<file path="src/rtl/bsg_axil_to_req_responder.sv">
// AXI4-Lite responder: buffers AW/W/AR independently and turns one transaction at a
// time into a valid/ready request, returning the client's response as B or R.
module bsg_axil_to_req_responder #(
  parameter int addr_width_p = 32,
  parameter int data_width_p = 32
) (
  input  logic                      aclk_i,
  input  logic                      aresetn_i,

  input  logic [addr_width_p-1:0]   awaddr_i,
  input  logic [2:0]                awprot_i,
  input  logic                      awvalid_i,
  output logic                      awready_o,

  input  logic [data_width_p-1:0]   wdata_i,
  input  logic [data_width_p/8-1:0] wstrb_i,
  input  logic                      wvalid_i,
  output logic                      wready_o,

  output logic [1:0]                bresp_o,
  output logic                      bvalid_o,
  input  logic                      bready_i,

  input  logic [addr_width_p-1:0]   araddr_i,
  input  logic [2:0]                arprot_i,
  input  logic                      arvalid_i,
  output logic                      arready_o,

  output logic [data_width_p-1:0]   rdata_o,
  output logic [1:0]                rresp_o,
  output logic                      rvalid_o,
  input  logic                      rready_i,

  output logic                      req_v_o,
  output logic                      req_w_o,
  output logic [addr_width_p-1:0]   req_addr_o,
  output logic [data_width_p-1:0]   req_data_o,
  output logic [data_width_p/8-1:0] req_mask_o,
  input  logic                      req_ready_i,

  input  logic                      resp_v_i,
  input  logic [data_width_p-1:0]   resp_data_i,
  input  logic                      resp_err_i,
  output logic                      resp_ready_o
);

  localparam int mask_width_lp = data_width_p / 8;

  typedef enum logic [2:0] {
    IDLE, REQ_WR, REQ_RD, WAIT_WR, WAIT_RD, B_RESP, R_RESP
  } state_e;

  state_e state_r, state_n;

  logic                     aw_full_r, w_full_r, ar_full_r;
  logic [addr_width_p-1:0]  aw_addr_r, ar_addr_r;
  logic [data_width_p-1:0]  w_data_r;
  logic [mask_width_lp-1:0] w_strb_r;
  logic                     rr_r;
  logic                     berr_r, rerr_r;
  logic [data_width_p-1:0]  rdata_r;

  logic aw_hs, w_hs, ar_hs, b_hs, r_hs;
  logic wr_pend, rd_pend, pick_wr, pick_rd, issue_wr, issue_rd;

  logic unused_prot;
  assign unused_prot = ^{awprot_i, arprot_i};

  assign aw_hs = awvalid_i & ~aw_full_r;
  assign w_hs  = wvalid_i  & ~w_full_r;
  assign ar_hs = arvalid_i & ~ar_full_r;
  assign b_hs  = (state_r == B_RESP) & bready_i;
  assign r_hs  = (state_r == R_RESP) & rready_i;

  always_ff @(posedge aclk_i) begin
    if (!aresetn_i) begin
      state_r   <= IDLE;
      aw_full_r <= 1'b0;
      w_full_r  <= 1'b0;
      ar_full_r <= 1'b0;
      aw_addr_r <= '0;
      ar_addr_r <= '0;
      w_data_r  <= '0;
      w_strb_r  <= '0;
      rr_r      <= 1'b0;
      berr_r    <= 1'b0;
      rerr_r    <= 1'b0;
      rdata_r   <= '0;
    end else begin
      state_r <= state_n;

      if (aw_hs) begin
        aw_full_r <= 1'b1;
        aw_addr_r <= awaddr_i;
      end else if (b_hs) begin
        aw_full_r <= 1'b0;
      end

      if (w_hs) begin
        w_full_r <= 1'b1;
        w_data_r <= wdata_i;
        w_strb_r <= wstrb_i;
      end else if (b_hs) begin
        w_full_r <= 1'b0;
      end

      if (ar_hs) begin
        ar_full_r <= 1'b1;
        ar_addr_r <= araddr_i;
      end else if (r_hs) begin
        ar_full_r <= 1'b0;
      end

      if (b_hs)      rr_r <= 1'b1;
      else if (r_hs) rr_r <= 1'b0;

      if ((state_r == WAIT_WR) && resp_v_i) berr_r <= resp_err_i;
      if ((state_r == WAIT_RD) && resp_v_i) begin
        rerr_r  <= resp_err_i;
        rdata_r <= resp_data_i;
      end
    end
  end

  // IDLE presents the arbitrated request directly from the registered flags, so the
  // request appears one cycle after the handshake; REQ_* only holds it under backpressure.
  always_comb begin
    wr_pend  = aw_full_r & w_full_r;
    rd_pend  = ar_full_r;
    pick_wr  = wr_pend & (~rd_pend | ~rr_r);
    pick_rd  = rd_pend & (~wr_pend | rr_r);
    issue_wr = (state_r == REQ_WR) | ((state_r == IDLE) & pick_wr);
    issue_rd = (state_r == REQ_RD) | ((state_r == IDLE) & pick_rd);

    state_n = state_r;
    case (state_r)
      IDLE: begin
        if (pick_wr)      state_n = req_ready_i ? WAIT_WR : REQ_WR;
        else if (pick_rd) state_n = req_ready_i ? WAIT_RD : REQ_RD;
      end
      REQ_WR:  if (req_ready_i) state_n = WAIT_WR;
      REQ_RD:  if (req_ready_i) state_n = WAIT_RD;
      WAIT_WR: if (resp_v_i)    state_n = B_RESP;
      WAIT_RD: if (resp_v_i)    state_n = R_RESP;
      B_RESP:  if (bready_i)    state_n = IDLE;
      R_RESP:  if (rready_i)    state_n = IDLE;
      default: state_n = IDLE;
    endcase
  end

  assign awready_o    = ~aw_full_r;
  assign wready_o     = ~w_full_r;
  assign arready_o    = ~ar_full_r;

  assign req_v_o      = issue_wr | issue_rd;
  assign req_w_o      = issue_wr;
  assign req_addr_o   = issue_wr ? aw_addr_r : ar_addr_r;
  assign req_data_o   = issue_wr ? w_data_r  : '0;
  assign req_mask_o   = issue_wr ? w_strb_r  : '0;

  assign resp_ready_o = (state_r == WAIT_WR) | (state_r == WAIT_RD);

  assign bvalid_o     = (state_r == B_RESP);
  assign bresp_o      = {berr_r, 1'b0};
  assign rvalid_o     = (state_r == R_RESP);
  assign rresp_o      = {rerr_r, 1'b0};
  assign rdata_o      = rdata_r;

endmodule

</file>
<file path="config.mk">
export PLATFORM = sky130hd
export DESIGN_NAME = bsg_axil_to_req_responder
export DESIGN_NICKNAME = d
export VERILOG_FILES = /design/src/rtl/bsg_axil_to_req_responder.sv
export SDC_FILE = /design/constraint.sdc
export NUM_CORES = 1
export LEC_CHECK = 0
export CELL_PAD_IN_SITES_DETAIL_PLACEMENT = 1
export CELL_PAD_IN_SITES_GLOBAL_PLACEMENT = 1
export CORE_AREA = 2 2 145 147
export CTS_BUF_LIST = sky130_fd_sc_hd__clkbuf_16
export DETAILED_ROUTE_END_ITERATION = 12
export DIE_AREA = 0 0 147 149
export PLACE_DENSITY_LB_ADDON = 0.1
export SLEW_MARGIN = 20
export SYNTH_ARGS = -nofsm -noshare
export SYNTH_HDL_FRONTEND = slang
export SYNTH_SLANG_ARGS = --single-unit
</file>
<file path="constraint.sdc">
create_clock -name aclk_i -period 4.1 [get_ports aclk_i]
set_clock_uncertainty 0.05 [all_clocks]
set_input_delay 1.23 -clock aclk_i [delete_from_list [all_inputs] [get_ports aclk_i]]
set_output_delay 1.23 -clock aclk_i [all_outputs]
set_load 0.005 [all_outputs]
</file>
# After elaboration in Yosys (flattened, before gate mapping)
# Index checks and enable logic that the tools add are counted.
# word_totals
elab_cells	74
memories	0
latch_bits	0
mem_bits_ro	0
inputBits	148
reg_bits	141
ram_bits	0
# classes
eq_ne	13
n_addsub	0
reduce_logical	8
magnitude_cmp	0
n_bitwise	21
shifts	0
div	0
multipliers	0
muxes	20
# op_table
op	count
$mux W32	2
$mux W3	9
$pmux W3 S7	1
$and A1 B1 Y1	10
$eq A3 B3 Y1 const B	3
$ne A2 B2 Y1 const B	4
$reduce_bool A2 Y1	4
$reduce_and A7 Y1	1
$eq A3 B2 Y1 const B	2
$mux W1	6
$or A1 B1 Y1	6
$not A1 Y1	5
$mux W4	1
$ne A2 B1 Y1 const B	2
$eq A3 B1 Y1 const B	1
$logic_not A3 Y1	1
$ne A3 B3 Y1 const B	1
$logic_and A1 B1 Y1	2
$mux W2	1

# Depth between registers and ports, before layout
# Gate-level depths: netlist of the first run.
# logic_depth
depth_word	7
depth_mapped	7
depth_no_buf	7

# Worst setup path before layout of the first run
# Ideal clock, no wire load.
# synth_timing
path_kind	register to output
start	reg ar_full_r
end	out req_addr_o[10]
path_stages_with_launch	6
slack_ps	1518
t_arrival_ps	1302
path_cell_list	dfxtp_1 -> nand2_1 -> a31oi_1 -> nor3_2 -> buf_2 -> mux2_1
# synth_between
elab_chain_cells	6
# synth_lines
item	line	source
start, declared	55	logic aw_full_r, w_full_r, ar_full_r;
start signal, assigned	80	ar_full_r <= 1'b0;
start signal, assigned	108	ar_full_r <= 1'b1;
start signal, assigned	111	ar_full_r <= 1'b0;
$not A1 Y1	130	pick_wr = wr_pend & (~rd_pend | ~rr_r);
$or A1 B1 Y1	130	
$and A1 B1 Y1	130	
$and A1 B1 Y1	132	issue_wr = (state_r == REQ_WR) | ((state_r == IDLE) & pick_wr);
$or A1 B1 Y1	132	
$mux W32	157	assign req_addr_o = issue_wr ? aw_addr_r : ar_addr_r;
end, declared	36	output logic [addr_width_p-1:0] req_addr_o,
# No other way between the ends.

# Final worst setup path of the first run
# layout_timing
start	reg aw_full_r
end	out req_addr_o[30]
# layout_between
elab_chain_cells	5
# layout_lines
item	line	source
start, declared	55	
start signal, assigned	78	aw_full_r <= 1'b0;
start signal, assigned	93	aw_full_r <= 1'b1;
start signal, assigned	96	aw_full_r <= 1'b0;
$and A1 B1 Y1	128	wr_pend = aw_full_r & w_full_r;
$and A1 B1 Y1	130	
$and A1 B1 Y1	132	
$or A1 B1 Y1	132	
$mux W32	157	
# No other way between the ends.

==> results by group, run 1 <==
Yosys
  – Synthesized cell area: roughly 0.0060 mm²
  – Count leader, synth: nand2_1
  – Top_reg_cell synth: dfxtp_1
  – Yosys Warn Count: 0
  – Syn Area/Cell: 8.276 µm²
  – EDFF count, synth: 0
  – Mapped Cells: approximately 730
  – Seq/Total Area, Yosys: 0.4679
  – Top cells by area, synth: dfxtp_1 47%, nand2_1 17%, a21boi_0 13%, mux2_1 6.0%, a21boi_1 3.9%
  – Synthesized flop and latch total: approximately 140
  – Top post-synthesis cells by count: 275 x nand2_1, 141 x dfxtp_1, 104 x a21boi_0, 41 x clkbuf_1, 36 x and2_1
  – Biggest area consumer among synthesized cells: dfxtp_1
  – Area share of the largest cell type after synthesis: 0.4679
  – Asr flop ratio synth: 0
  – Yosys cell types: 34

Floorplan
  – Initial Util: 0.2935
  – Die width: 147 µm
  – Core area: 0.02056 mm²
  – Die H: between 100 and 150 µm
  – Num rows: 53
  – Die area: 0.02190 mm²
  – Number of I/O pins: 260

Final layout
  – # diodes: 0
  – Layout cells sized above 1: 0.04757
  – Design area: approximately 0.0094 mm²
  – Area of the multi-input gates: 0.002957 mm²
  – Reg area: ~0.0028 mm²
  – Fillers: between 2k and 2.5k
  – Layout Nets: about 1.1k
  – Area grow syn2layout: 55.14%

Detailed routing
  – Antenna violation net count after detailed routing: 0
  – Remaining routing DRC violations: 0
  – First-pass iteration count of the detailed router: 4
  – Via density: 4.463
  – WL/cell: roughly 15 µm
  – DRT Wirelength: roughly 19000 µm
  – DRT iter0 DRCs: 135
  – Via count: 5543

Power
  – Sw Share: 0.2685
  – P_int: around 2.9 mW
  – Combinational fraction of design power: 0.204
  – Sw Pwr: 1.052 mW
  – Sequential Power Share: 0.401
  – Peak supply drop: around 0.31 mV
  – Part of the power in the clock network: 0.395
  – Pwr per Cell Area: ~420 mW/mm²
  – Static leakage: approximately 3.5 nW

Job
  – MaxCap Viol Count: 0

Worst setup path
  – Reg-to-reg slack, setup: 2.30 ns
  – Critical Path Source Type: register
  – Crit path required time: ~2.8 ns
  – Setup Crit Path Kind: reg -> out
  – CP endpoint kind: output port
  – Critical path fanouts, max: 22
  – CP arrival: about 2.5 ns

CTS
  – Htree depth: 4
  – Total CTS buffers: 17
  – CTS Hold Buffers Added: 0
  – Clk Latency, worst-skew pair: just over 0.4 ns
  – Clock transition at path regs: ~0.060 ns
  – Clock Path Buffers: 2
  – Setup Fix Bufs, Post-CTS: 0
  – Root Buffer Master: clkbuf_16
  – Sink Count: around 140
  – CTS tree: built
  – PostCTS Resize Cnt: 0

STA
  – Unrepaired setup endpoints after global routing: no
  – Actual slew at the worst max-slew pin: between 0.9 and 1 ns
  – Final setup vio count: 0
  – Hold Slack: around 0.40 ns
  – Final Slew Violations: 0
  – Fin Setup TNS: 0 ns
  – Final period utilization: 0.9119
  – Final hold violation count: 0
  – Min Tclk post-route: approximately 3.7 ns
  – Fmax: 0.2675 GHz
  – Worst rel slew slack: 0.3820

GRT
  – Initial antenna violation count: 0
  – First-pass GRT wire length: a little over 30000 µm
  – Vias in the first global route: 5733
  – Gr usage total: 0.1747
  – Largest net degree at the start of global routing: 73
  – GRT overflow: 0

Hold path
  – Min-Delay Path Class: reg -> reg

Outcome
  – Status: finished clean

Place
  – Final Wtd Congestion: slightly above 0.7
  – Port Buffers: roughly 250
  – DP HPWL: 12900 µm
  – Dpl cell area: just under 0.009 mm²
[worst max-delay path, cell delays in order (launching register included)]
cell and delay [ns]:
dfxtp_1 0.44, a31oi_1 0.16, nor3_4 0.19, buf_4 0.37, mux2_1 0.38, clkdlybuf4s50_1 0.49
[path summary, 6_finish.rpt]
kind	cells after the start	to	startpoint
max	5	req_addr_o[30]	aw_full_r$_SDFFE_PN0P_
min	2	rdata_o[5]$_SDFFE_PN0P_	rdata_o[5]$_SDFFE_PN0P_
max reg2reg	4	state_r[0]$_SDFFE_PN0P_	state_r[2]$_SDFFE_PN0P_
min reg2reg	2	rdata_o[5]$_SDFFE_PN0P_	rdata_o[5]$_SDFFE_PN0P_
[cells by family after synthesis]
kind of cell	Yosys count	synth area share
AO/OA/AOI/OAI	151	0.1844
adder cells (fa/ha/maj)	1	0.002073
buffers and inverters	64	0.04500
flip-flops	141	0.4679
multiplexers	35	0.06470
other	1	0.0006216
AND/OR/NAND/NOR	336	0.2354
[flip-flops by register name, indices dropped and copies added, names as in the netlist]
| register | cells |
|---|---|
| aw_full_r | 1 |
| aw_addr_r | 32 |
| rdata_o | 32 |
| rr_r | 1 |
| state_r | 3 |
| berr_r | 1 |
| w_data_r | 32 |
| ar_addr_r | 32 |
| ar_full_r | 1 |
| w_full_r | 1 |
| rerr_r | 1 |
| w_strb_r | 4 |
[stage by stage]
step | std cells | util | power (mW) | setup WS, ns
after floorplan | 730 | - | 1.958 | 1.518
after global placement | 1211 | 0.4270 | 2.407 | 0.6181
after detailed placement | 1211 | 0.4270 | 2.417 | 0.5937
after CTS | 1242 | 0.4553 | 3.987 | 0.1311
after global routing | 1242 | 0.4553 | 4.137 | 0.1967
final | 1242 | 0.4553 | 3.918 | 0.3614
[cells in the final DEF (no fill, tap or decap), types with 2 or more instances in the layout]
cell,instances
clkbuf_16,17
clkinv_2,2
dfxtp_1,140
mux2_1,32
nor3_1,2
a21boi_1,31
and2_1,36
nand3_1,4
clkinvlp_4,3
inv_1,8
a21boi_0,104
and3b_1,2
buf_4,12
nor2_1,2
buf_12,2
nor2b_1,4
clkinv_4,2
nor2b_2,3
a21oi_1,8
bufinv_16,3
conb_1,2
nand2_1,275
mux2i_1,3
clkdlybuf4s50_1,250
o21ai_0,2
clkinv_1,2
[routing by layer]
layer,global-route usage,up-vias,share of wire
li1,-,2808,-
met1,0.2113,2571,0.44
met2,0.2930,144,0.47
met3,0.06147,20,0.070
met4,0.05481,0,0.014
met5,0,-,0
[cell type report]
class                   count  share of cell area
multi-input cells         525              0.3159
flip-flops and latches    141              0.3017
repair buffers            264              0.2812
clock buffers              17             0.04545
well taps                 275             0.03676
clock inverters            14             0.01658
inverters                   6            0.002406
[power by group through the flow]
stage               Sequential (mW)  Combinational, mW  Clock [mW]
floorplan                      1.56              0.394           0
global placement               1.60              0.808           0
detailed placement             1.60              0.814           0
CTS                            1.57              0.819        1.59
global route                   1.59              0.888        1.66
finish                         1.57              0.798        1.55
Note: power is estimated with default switching activity, not from simulation.
==> run 2, diff against run 1 <==
--- a/config.mk
+++ b/config.mk
@@ -12,7 +12,7 @@
 export DETAILED_ROUTE_END_ITERATION = 12
 export DIE_AREA = 0 0 147 149
 export PLACE_DENSITY_LB_ADDON = 0.1
-export SLEW_MARGIN = 20
+export SLEW_MARGIN = 10
 export SYNTH_ARGS = -nofsm -noshare
 export SYNTH_HDL_FRONTEND = slang
 export SYNTH_SLANG_ARGS = --single-unit
==> results of run 2 <==
Same layout as run 1: the final DEF is identical, and so are final timing and power.
==> run 3, diff against run 2 <==
--- a/config.mk
+++ b/config.mk
@@ -7,10 +7,10 @@
 export LEC_CHECK = 0
 export CELL_PAD_IN_SITES_DETAIL_PLACEMENT = 1
 export CELL_PAD_IN_SITES_GLOBAL_PLACEMENT = 1
-export CORE_AREA = 2 2 145 147
+export CORE_AREA = 2 2 173 124
 export CTS_BUF_LIST = sky130_fd_sc_hd__clkbuf_16
 export DETAILED_ROUTE_END_ITERATION = 12
-export DIE_AREA = 0 0 147 149
+export DIE_AREA = 0 0 175 126
 export PLACE_DENSITY_LB_ADDON = 0.1
 export SLEW_MARGIN = 10
 export SYNTH_ARGS = -nofsm -noshare
==> results by group, run 3 (synthesized netlist as in run 1, its figures left out) <==
CTS
  – Htree depth: 4
  – CTS tree: built
  – Setup Fix Bufs, Post-CTS: 0
  – CTS Hold Buffers Added: 0
  – Clk Latency, worst-skew pair: 0.42 ns
  – Sink Count: around 140
  – Clock transition at path regs: roughly 0.060 ns
  – Clock Path Buffers: 2
  – Total CTS buffers: 17
  – Root Buffer Master: clkbuf_16
  – PostCTS Resize Cnt: 0

Worst setup path
  – CP max stage delay: slightly below 0.5 ns
  – Critical Path Source Type: register
  – CP endpoint kind: output port
  – Crit-path leading delay family: buffers and inverters
  – Critical-path top delay cell: clkdlybuf4s50_1
  – Setup Crit Path Kind: reg -> out
  – Critical path fanouts, max: 47
  – Crit path required time: 2.82 ns
  – Buf/Inv on CP: 2
  – CP arrival: around 2.5 ns
  – Critical-path cell list: a31oi_1 -> nor3_4 -> buf_4 -> mux2_1 -> clkdlybuf4s50_1

STA
  – Worst rel slew slack: 0.5665
  – Actual slew at the worst max-slew pin: around 0.65 ns
  – Fmax: between 0.2 and 0.3 GHz
  – Final period utilization: 0.9163
  – Final setup vio count: 0
  – Final hold violation count: 0
  – Final Slew Violations: 0
  – Fin worst setup slack: about 0.34 ns
  – Hold Slack: ~0.4 ns
  – Fin Setup TNS: 0 ns
  – Unrepaired setup endpoints after global routing: no
  – Min Tclk post-route: ~3.8 ns

GRT
  – Vias in the first global route: 6146
  – Initial antenna violation count: 0
  – Largest net degree at the start of global routing: 73
  – First-pass GRT wire length: about 32000 µm
  – Gr usage total: 0.1824
  – GRT overflow: 0

Hold path
  – Min-Delay Path Class: reg -> reg

Job
  – MaxCap Viol Count: 0

Final layout
  – Fillers: 2350
  – # diodes: 0
  – End-of-flow core utilization: 0.4587
  – Most common cell after layout, fill and taps aside: nand2_1
  – Layout Nets: roughly 1.1k
  – Reg area: ~0.0028 mm²
  – Layout cells sized above 1: 0.04860
  – Layout Cells excl Fill: roughly 1.2k
  – Most frequent cells in the layout: 275 x nand2_1, 250 x clkdlybuf4s50_1, 141 x dfxtp_1, 104 x a21boi_0, 36 x and2_1
  – Design area: around 0.0094 mm²
  – Area of the multi-input gates: around 0.0030 mm²
  – Area grow syn2layout: 55.27%

Floorplan
  – Num rows: 44
  – Die area: ~0.022 mm²
  – Number of I/O pins: 260
  – Die width: roughly 180 µm
  – Die H: about 130 µm
  – Initial Util: 0.2954
  – Core area: about 0.02 mm²

Power
  – Pwr per Cell Area: ~420 mW/mm²
  – Static leakage: about 3.5 nW
  – Total power: slightly below 4 mW
  – Peak supply drop: 0.2102 mV

Detailed routing
  – Remaining routing DRC violations: 0
  – Antenna violation net count after detailed routing: 0
  – First-pass iteration count of the detailed router: 4
  – DRT iter0 DRCs: 221
  – Via density: 4.574
  – Via count: 5685
  – WL/cell: 15.82 µm
  – DRT Wirelength: 19670 µm

Place
  – Setup WS pre-CTS: around 0.77 ns
  – Cells after DPL: 1214
  – Dpl cell area: slightly below 0.009 mm²
  – Final Wtd Congestion: 0.7670
  – DP HPWL: 14170 µm
  – Port Buffers: 251

Outcome
  – Status: finished clean
==> run 3: worst paths after layout <==
path,start,slack (ns),to,cells past startpoint
min reg2reg,rdata_o[28]$_SDFFE_PN0P_,0.40,rdata_o[28]$_SDFFE_PN0P_,2
max reg2reg,state_r[2]$_SDFFE_PN0P_,2.18,rdata_o[3]$_SDFFE_PN0P_,4
max,w_full_r$_SDFFE_PN0P_,0.34,req_addr_o[0],5
min,rdata_o[28]$_SDFFE_PN0P_,0.40,rdata_o[28]$_SDFFE_PN0P_,2
==> run 3: final cells by class <==
cell class,count,share of cell area
inverters,6,0.002404
well taps,276,0.03686
multi-input cells,525,0.3156
clock buffers,17,0.04541
flip-flops and latches,141,0.3013
clock inverters,12,0.01843
repair buffers,266,0.2800
==> run 3: metal layers <==
layer,track usage,wire length (µm),share of wire,vias up
li1,-,-,-,2809
met1,0.2215,8727,0.44,2686
met2,0.2960,8907,0.45,170
met3,0.07458,1732,0.088,20
met4,0.05637,299,0.015,0
met5,0,0,0,-
==> run 3: where the power goes <==
| part | switching (mW) | internal (mW) | total, mW |
|---|---|---|---|
| clock network | 0.595 | 1.01 | 1.60 |
| registers | 0.0933 | 1.48 | 1.58 |
| logic | 0.367 | 0.437 | 0.804 |
| total | 1.05 | 2.93 | 3.98 |
==> run 3: worst reg2reg max path, cell delays in order (launching register included) <==
cell	delay (ns)
dfxtp_1	0.66
and3_1	0.55
buf_4	0.35
nand2_1	0.11
a21boi_1	0.13
